===== config.mk =====
export PLATFORM = sky130hd
export DESIGN_NAME = seg7_decoder
export DESIGN_NICKNAME = d
export VERILOG_FILES = /design/src/rtl/seg7_decoder.sv
export SDC_FILE = /design/constraint.sdc
export NUM_CORES = 1
export LEC_CHECK = 0
export CAP_MARGIN = 20
export CORE_AREA = 2 2 39 41
export CTS_CLUSTER_SIZE = 40
export DETAILED_ROUTE_END_ITERATION = 10
export DIE_AREA = 0 0 41 43
export PLACE_DENSITY = 0.56
export SLEW_MARGIN = 5
export SYNTH_ARGS = -nofsm -noshare
export SYNTH_HDL_FRONTEND = slang
export SYNTH_SLANG_ARGS = --single-unit

===== constraint.sdc =====
create_clock -name clk -period 1.1 [get_ports clk]
set_input_delay 0.165 -clock clk [delete_from_list [all_inputs] [get_ports clk]]
set_output_delay 0.165 -clock clk [all_outputs]
set_load 0.1 [all_outputs]

===== src/rtl/seg7_decoder.sv =====
// -----------------------------------------------------------------------------
// seg7_decoder
//
// Registered 4-bit to 7-segment decoder for one common-anode HEX digit.
// The decode is purely combinational; the only state is the output register.
//
// Parameters:
//   HEX_MODE   - 1: codes 10..15 show A b C d E F. 0: codes 10..15 blank.
//   ACTIVE_LOW - 1: a lit segment drives 0. 0: a lit segment drives 1.
//
// Ports:
//   clk     in   1  rising-edge clock
//   reset_n in   1  synchronous reset, active-low (loads all-off pattern)
//   bcd     in   4  digit code 0..15
//   leds    out  7  segment drive, leds[0]=a .. leds[6]=g, registered
// -----------------------------------------------------------------------------
module seg7_decoder #(
    parameter bit HEX_MODE   = 1'b1,
    parameter bit ACTIVE_LOW = 1'b1
) (
    input  logic       clk,
    input  logic       reset_n,
    input  logic [3:0] bcd,
    output logic [6:0] leds
);

    localparam logic [6:0] ALL_OFF = ACTIVE_LOW ? 7'h7F : 7'h00;

    // Pattern is built in active-low form, then flipped for active-high panels.
    logic [6:0] pat_n;
    logic [6:0] pat;

    always_comb begin
        pat_n = 7'h7F;
        case (bcd)
            4'h0: pat_n = 7'h40;
            4'h1: pat_n = 7'h79;
            4'h2: pat_n = 7'h24;
            4'h3: pat_n = 7'h30;
            4'h4: pat_n = 7'h19;
            4'h5: pat_n = 7'h12;
            4'h6: pat_n = 7'h02;
            4'h7: pat_n = 7'h78;
            4'h8: pat_n = 7'h00;
            4'h9: pat_n = 7'h10;
            4'hA: pat_n = HEX_MODE ? 7'h08 : 7'h7F;
            4'hB: pat_n = HEX_MODE ? 7'h03 : 7'h7F;
            4'hC: pat_n = HEX_MODE ? 7'h46 : 7'h7F;
            4'hD: pat_n = HEX_MODE ? 7'h21 : 7'h7F;
            4'hE: pat_n = HEX_MODE ? 7'h06 : 7'h7F;
            4'hF: pat_n = HEX_MODE ? 7'h0E : 7'h7F;
            default: pat_n = 7'h7F;
        endcase
    end

    assign pat = ACTIVE_LOW ? pat_n : ~pat_n;

    always_ff @(posedge clk) begin
        if (!reset_n) begin
            leds <= ALL_OFF;
        end else begin
            leds <= pat;
        end
    end

endmodule


Word-level counts from Yosys, hierarchy flattened
Memories as Yosys holds them, arrays and structs flattened. A register that Yosys moved wholly into a read port is not among the register bits.
Cells that the tools add are included.

word-level totals
  output and inout bits = 7
  bits in read-only memories = 112
  memories kept = 1
  bits in registers = 0
  input port bits = 6
  word-level logic and storage cells = 2

memories
  name             words  bits a word  rd ports  clocked after Yosys merged registers in  write ports  RTL line  source
  (no name shown)  16     7            1         1                                        0            35        case (bcd)

operators by class
  reduce and logical (&&, ||, !) cells = 1

operators with widths
  kind               count
  1-bit logical NOT  1

Depth between registers and ports, before layout
Gate-level depths: netlist of run 1.

  depth in word-level cells = 1
  depth in mapped cells = 4

Worst setup path after synthesis of run 1
No wires, ideal clock.

  path type = register to output
  start = register leds[0]
  end = output leds[0]
  data arrival time = 0.909 ns
  path slack = 0.026 ns
  stages on the path, launching flop included = 1
  cell sequence = dfxtp_1

RTL lines
  item             RTL line  source
  start, declared  24        output logic [6:0] leds

No word-level cell between the ends.

==> metrics.yaml, run 1 <==
place:
  io_buffers: 12
  place_inst: 80
  gp_congestion: 0.8513
  dp_hpwl_um: 773.1
  dpl_worst_slack_ns: -0.4379
synthesis:
  syn_nets: 57
  ys_types: 20
  ys_seq_area_share_pct: 31.02
  synth_top_family_by_area: "adder cells"
  synth-simple-area-share_pct: 12.74
  synth_compound_area_share_pct: 18.84
  synth_mux_area_share_pct: 11.08
  netlist.area_leader.share_pct: 31.02
  syn_avg_cell_area_um2: 10.27
  synth_fa_ha_area_share_pct: 19.39
  synth_area_leaders: "dfxtp_1 31%, ha_1 19%, mux2i_1 11%, a32oi_1 3.9%, o31a_1 3.9%"
  netlist_area_um2: 451.7
  ys_ff_latch: 7
  synthCells: 44
  synthXorXnorAreaFrac_pct: 0
  synth-warning-count: 0
  yosysTopAreaCell: "dfxtp_1"
sta:
  slew_violations: 0
  max_freq_ghz: 0.9611
  post-route-period-util_pct: 94.59
  worstMarginPinSlew_ns: 0.2697
  post-route-worst-setup-slack_ns: 0.05955
  hold_violations: 0
  min_period_ns: 1.040
  worst_slew_margin_rel_pct: 81.99
  setup_viol: 0
  rsz0062_at_grt: "false"
layout:
  reg_top3: "leds: 7 flops"
  multi_input_area_um2: 292.8
  diodes: 0
  fin_util_pct: 55.06
  drive_gt1_share_pct: 36.76
  largest_reg_flops: 7
  fin_cells: 84
  regArea_um2: 140.1
  top_register: "leds"
  area_growth_pct: 68.70
  fillCellCount: 123
  nets: 82
floorplanning:
  initial_core_util_pct: 32.64
  io_pins: 13
  core-area_um2: 1384
  rows: 14
  fp.dieH_um: 43
  dieArea_um2: 1763
  die_w_um: 41
power_and_ir_drop:
  powerDensity_nw_per_um2: 1188
  peakVddDrop_uv: 394.1
  p_leak_nw: 0.3645
cts:
  tritoncts: "yes"
  cts_buffers: 3
  h-tree-depth: 1
  post_cts_buffers: 0
  clk_pin_slew_ns: 0.05
  clock_path_buffers: 2
  root_buffer: "clkbuf_4"
  clkSinkCount: 7
route:
  ant_nets: 0
  dr.first_iter.drc_count: 4
  topRoutingLayerUsed: "met4"
  drc: 0
  wl_met3_um: 20
  via_per_inst: 4.631
  wl_per_cell_um: 10.56
  route.met2.wl_um: 497
  firstDrtPassIters: 4
  wl_met1_um: 354
  via_count: 389
  wirelength_um: 887
worst_setup_path:
  crit_family: "buffers and inverters"
  startpoint_type: "input port"
  crit_start: "bcd[1]"
  worstPathCellList: "dlygate4sd2_1, inv_1, ha_4, or2_2, a32oi_1"
  crit_buf_inv: 2
  cp-endpoint: "leds[3]"
  required_ns: 1.27
  arrival_ns: 1.21
  cp_max_fo: 2
  crit_type: "in2reg"
  slowest_stage: "or2_2"
  worstSetupEndpointType: "register"
  cpPeakStageDelay_ns: 0.29
  cp_num_cells: 5
grt:
  overflow: 0
  grt_pass1_wl_mm: 1.449
  antenna_found_initial: 0
  grt_start_max_net_pins: 9
  grt_pass1_vias: 366
  grtUsageTotal_pct: 12.47
worst_hold_path:
  hold_class: "in2reg"
  hold_depth: 2
run_status:
  status: "finished, final reports clean"
run:
  max_cap_violations: 0
-- synth_stat cells --
master,count
dfxtp_1,7
nor2b_1,1
mux2i_1,5
nand3_1,1
o21ai_1,2
o311ai_2,1
inv_1,4
o311ai_1,1
nand2_1,1
buf_2,1
o221ai_2,1
ha_1,7
nand2b_1,2
or2_2,1
buf_6,1
o31a_1,2
a32oi_1,2
nor2_1,1
nand3b_1,1
and2_1,2
-- layer usage --
layer  track usage [%]  vias to the layer above
li1                  -                      204
met1             12.94                      176
met2             20.63                        7
met3             1.571                        2
met4             10.00                        0
met5                 0                        -
-- logic make-up (layout without fill, tap and decap cells) --
family,count (synthesis),count (layout)
AND/OR/NAND/NOR,10,10
AO/OA/AOI/OAI,9,9
adder cells (fa/ha/maj),7,7
flip-flops,7,7
buffers and inverters,6,30
multiplexers,5,5
-- worst min-delay path by stage --
stage / startpoint / end / slack, ns
after floorplan: reset_n / leds[4] / 0.23
after detailed placement: leds[2] / leds[2] / 0.63
after global routing: bcd[2] / leds[2] / 0.40
final: bcd[2] / leds[2] / 0.35
after global placement: leds[5] / leds[5] / 0.63
after CTS: bcd[1] / leds[6] / 0.50
-- per-stage QoR --
stage / hold slack (ns) / total power, mW / TNS (ns) / instance area [um^2]
2_1_floorplan: 0.2310 / 0.5222 / 0 / 451.7
3_3_place_gp: 0.6309 / 0.6848 / -2.182 / 720.7
3_5_place_dp: 0.6314 / 0.6880 / -2.294 / 720.7
4_1_cts: 0.4962 / 0.9171 / 0 / 757.0
5_1_grt: 0.4006 / 0.9470 / 0 / 762.0
6_report: 0.3480 / 0.9055 / 0 / 762.0
-- power breakdown --
group	total, mW	internal [mW]	switching [mW]
logic	0.389	0.157	0.232
registers	0.293	0.276	0.0163
clock network	0.224	0.138	0.0859
-- layout by cell type (no fill, tap or decap) --
cell             instances
a32oi_1                  2
and2_1                   2
buf_12                   7
buf_4                   10
clkbuf_1                 1
clkbuf_4                 3
clkdlybuf4s50_1          1
dfxtp_1                  7
dlygate4sd2_1            2
dlymetal6s2s_1           2
ha_1                     6
ha_4                     1
inv_1                    3
inv_2                    1
mux2i_1                  5
nand2_1                  1
nand2b_1                 2
nand3_1                  1
nand3b_1                 1
nor2_1                   1
nor2b_1                  1
o21ai_1                  2
o221ai_2                 1
o311ai_1                 1
o311ai_2                 1
o31a_1                   2
or2_2                    1
-- cell type report --
type                    instances  share of cell area, %
multi-input cells              31                  38.42
well taps                      16                  2.627
clock buffers                   4                  3.448
inverters                       4                  1.970
flip-flops and latches          7                  18.39
repair buffers                 22                  35.14
-- what timing repair did --
action | in CTS | in global routing
hold buffers | 0 | 0
resized for setup | 4 | 2
setup endpoints to repair | 7 | 4
pin swaps | 2 | 0
(Power assumes the default switching activity.)
==> run 2, diff against run 1 <==
GPL_TIMING_DRIVEN = 0   (was default)
==> run 2 against run 1 <==
Via count down 12%. Clock power fell by 2%. Cell area shrank 24%. Utilization fell by 13 points. Sequential share of layout area grew 5.8 points. Setup slack better by 0.037 ns. Count of clock-buffer cells in the layout stayed put. Critical path depth is the same. Worst hold slack lost 0.081 ns. Combinational power shrank 22%. First-iteration DRC count unchanged. Largest cell class unchanged. Largest power group unchanged.
==> metrics.yaml, run 2 (synthesis results as in run 1) <==
place:
  gp_congestion: 0.7678  # -9.8%
  dpl_cell_area_um2: 581.8  # -19%
  io_buffers: 11  # -1
  dp_hpwl_um: 621  # -20%
floorplanning:
  core-area_um2: 1384  # unchanged
  initial_core_util_pct: 32.64  # unchanged
  die_w_um: 41  # unchanged
  dieArea_um2: 1763  # unchanged
  rows: 14  # unchanged
  fp.dieH_um: 43  # unchanged
  io_pins: 13  # unchanged
power_and_ir_drop:
  peakVddDrop_uv: 291.5  # -26%
  power_frac_comb_pct: 37.7  # -5.3 points
  powerDensity_nw_per_um2: 1389  # +17%
  total_power_mw: 0.8048  # -11%
  p_leak_nw: 0.2656  # -27%
  p_sw_mw: 0.3120  # -6.6%
  clkPwrFrac_pct: 27.4  # +2.7 points
  power.internal_mw: 0.4928  # -14%
  p_sw_share_pct: 38.77  # +1.9 points
  power_frac_seq_pct: 34.9  # +2.6 points
sta:
  max_freq_ghz: 0.9966  # +3.7%
  hold_violations: 0  # unchanged
  setup_viol: 0  # unchanged
  holdWs_ns: 0.2668  # -0.08123 ns
  worstMarginPinSlew_ns: 0.2786  # +0.008845 ns
  min_period_ns: 1.003  # -0.03704 ns
  fin_setup_tns_ns: 0  # unchanged
  post-route-period-util_pct: 91.22  # -3.4 points
  slew_violations: 0  # unchanged
  worst_slew_margin_rel_pct: 81.58  # -0.41 points
  rsz0062_at_grt: "false"
route:
  drc: 0  # unchanged
  wl_per_cell_um: 9.947  # -5.8%
  via_count: 343  # -12%
  wirelength_um: 746  # -16%
  firstDrtPassIters: 2  # -2
  via_per_inst: 4.573  # -1.2%
  dr.first_iter.drc_count: 4  # unchanged
  ant_nets: 0  # unchanged
layout:
  drive_gt1_share_pct: 32.20  # -4.6 points
  reg_top3: "leds: 7 flops"
  largest_reg_flops: 7  # unchanged
  design_area_um2: 579.3  # -24%
  top_register: "leds"
  nets: 73  # -11%
  fin_util_pct: 41.86  # -13 points
  diodes: 0  # unchanged
  mostFrequentLayoutCells: "7 x ha_1, 7 x dfxtp_1, 7 x buf_4"
  area_growth_pct: 28.25
grt:
  grt_pass1_wl_mm: 1.331  # -8.1%
  overflow: 0  # unchanged
  grtUsageTotal_pct: 11.65  # -0.83 points
  grt_pass1_vias: 310  # -15%
  antenna_found_initial: 0  # unchanged
  grt_start_max_net_pins: 11  # +2
cts:
  cts_buffers: 3  # unchanged
  root_buffer: "clkbuf_4"
  tritoncts: "yes"
  clock_path_buffers: 2  # unchanged
  h-tree-depth: 1  # unchanged
  clk_pin_slew_ns: 0.05  # about the same
  clkSinkCount: 7  # unchanged
worst_setup_path:
  crit_type: "in2reg"
  required_ns: 1.27  # about the same
  crit_buf_inv: 2  # unchanged
  startpoint_type: "input port"
  crit_start: "bcd[0]"
  worstPathCellList: "buf_2, inv_2, ha_1, or2_2, a32oi_1"
  crit_family: "adder cells"
  cp_num_cells: 5  # unchanged
  worstSetupEndpointType: "register"
  arrival_ns: 1.17  # -0.04 ns
  slowest_stage: "ha_1"
  cp-endpoint: "leds[3]"
  cpPeakStageDelay_ns: 0.31  # +0.02 ns
  cp_max_fo: 7  # +5
worst_hold_path:
  hold_class: "in2reg"
  holdCritStartpoint: "bcd[2]"
run:
  max_cap_violations: 0  # unchanged
run_status:
  status: "finished, final reports clean"
run 2: cell types whose count changed in the layout (fill, tap and decap cells not counted), moves of 2 or more:
cell | previous run | this run
buf_4 | 10 | 7
buf_2 | 0 | 3
dlymetal6s2s_1 | 2 | 0
buf_12 | 7 | 0
run 2: what timing repair did:
| item | in CTS | in global routing |
|---|---|---|
| setup buffers | 0 | 0 |
| endpoints found under the setup margin | 14 | 1 |
| endpoints found under the hold margin | 0 | 0 |
| hold buffers | 0 | 0 |
| resized for setup | 51 | 3 |
run 2: worst min-delay path by stage:
stage,to,slack (ns),depth (start not counted)
floorplan,leds[4],0.23,1
global placement,leds[4],0.52,2
detailed placement,leds[4],0.52,2
CTS,leds[4],0.26,2
global route,leds[4],0.27,2
finish,leds[4],0.27,2
run 2: per-layer routing:
layer / GRT usage, % / up-vias / routed length, um
met5: 0 / - / 0
met2: 15.63 / 5 / 394
met3: 1.571 / 0 / 19
met1: 14.47 / 151 / 332
met4: 12.00 / 0 / 0
li1: - / 187 / -
run 2: layout make-up:
class	instances	area [um^2]
Buffer	2	16.27
Timing Repair Buffer	11	81.33
Multi-Input combinational cell	31	280.3
Inverter	4	15.01
Sequential cell	7	140.1
Tap cell	16	20.02
Clock buffer	4	26.28
Fill cell	149	804.5
run 2: stage by stage:
step	setup slack (ns)	instances
2_1_floorplan	0.02602	44
3_3_place_gp	-0.7069	71
3_5_place_dp	-0.6840	71
4_1_cts	0.001059	75
5_1_grt	0.04820	75
6_report	0.09659	75
run 2: power by group through the flow:
stage / Sequential, mW / Clock, mW / Combinational, mW
finish: 0.281 / 0.220 / 0.304
global route: 0.283 / 0.260 / 0.323
CTS: 0.281 / 0.233 / 0.308
detailed placement: 0.286 / 0 / 0.316
global placement: 0.285 / 0 / 0.317
floorplan: 0.445 / 0 / 0.0772
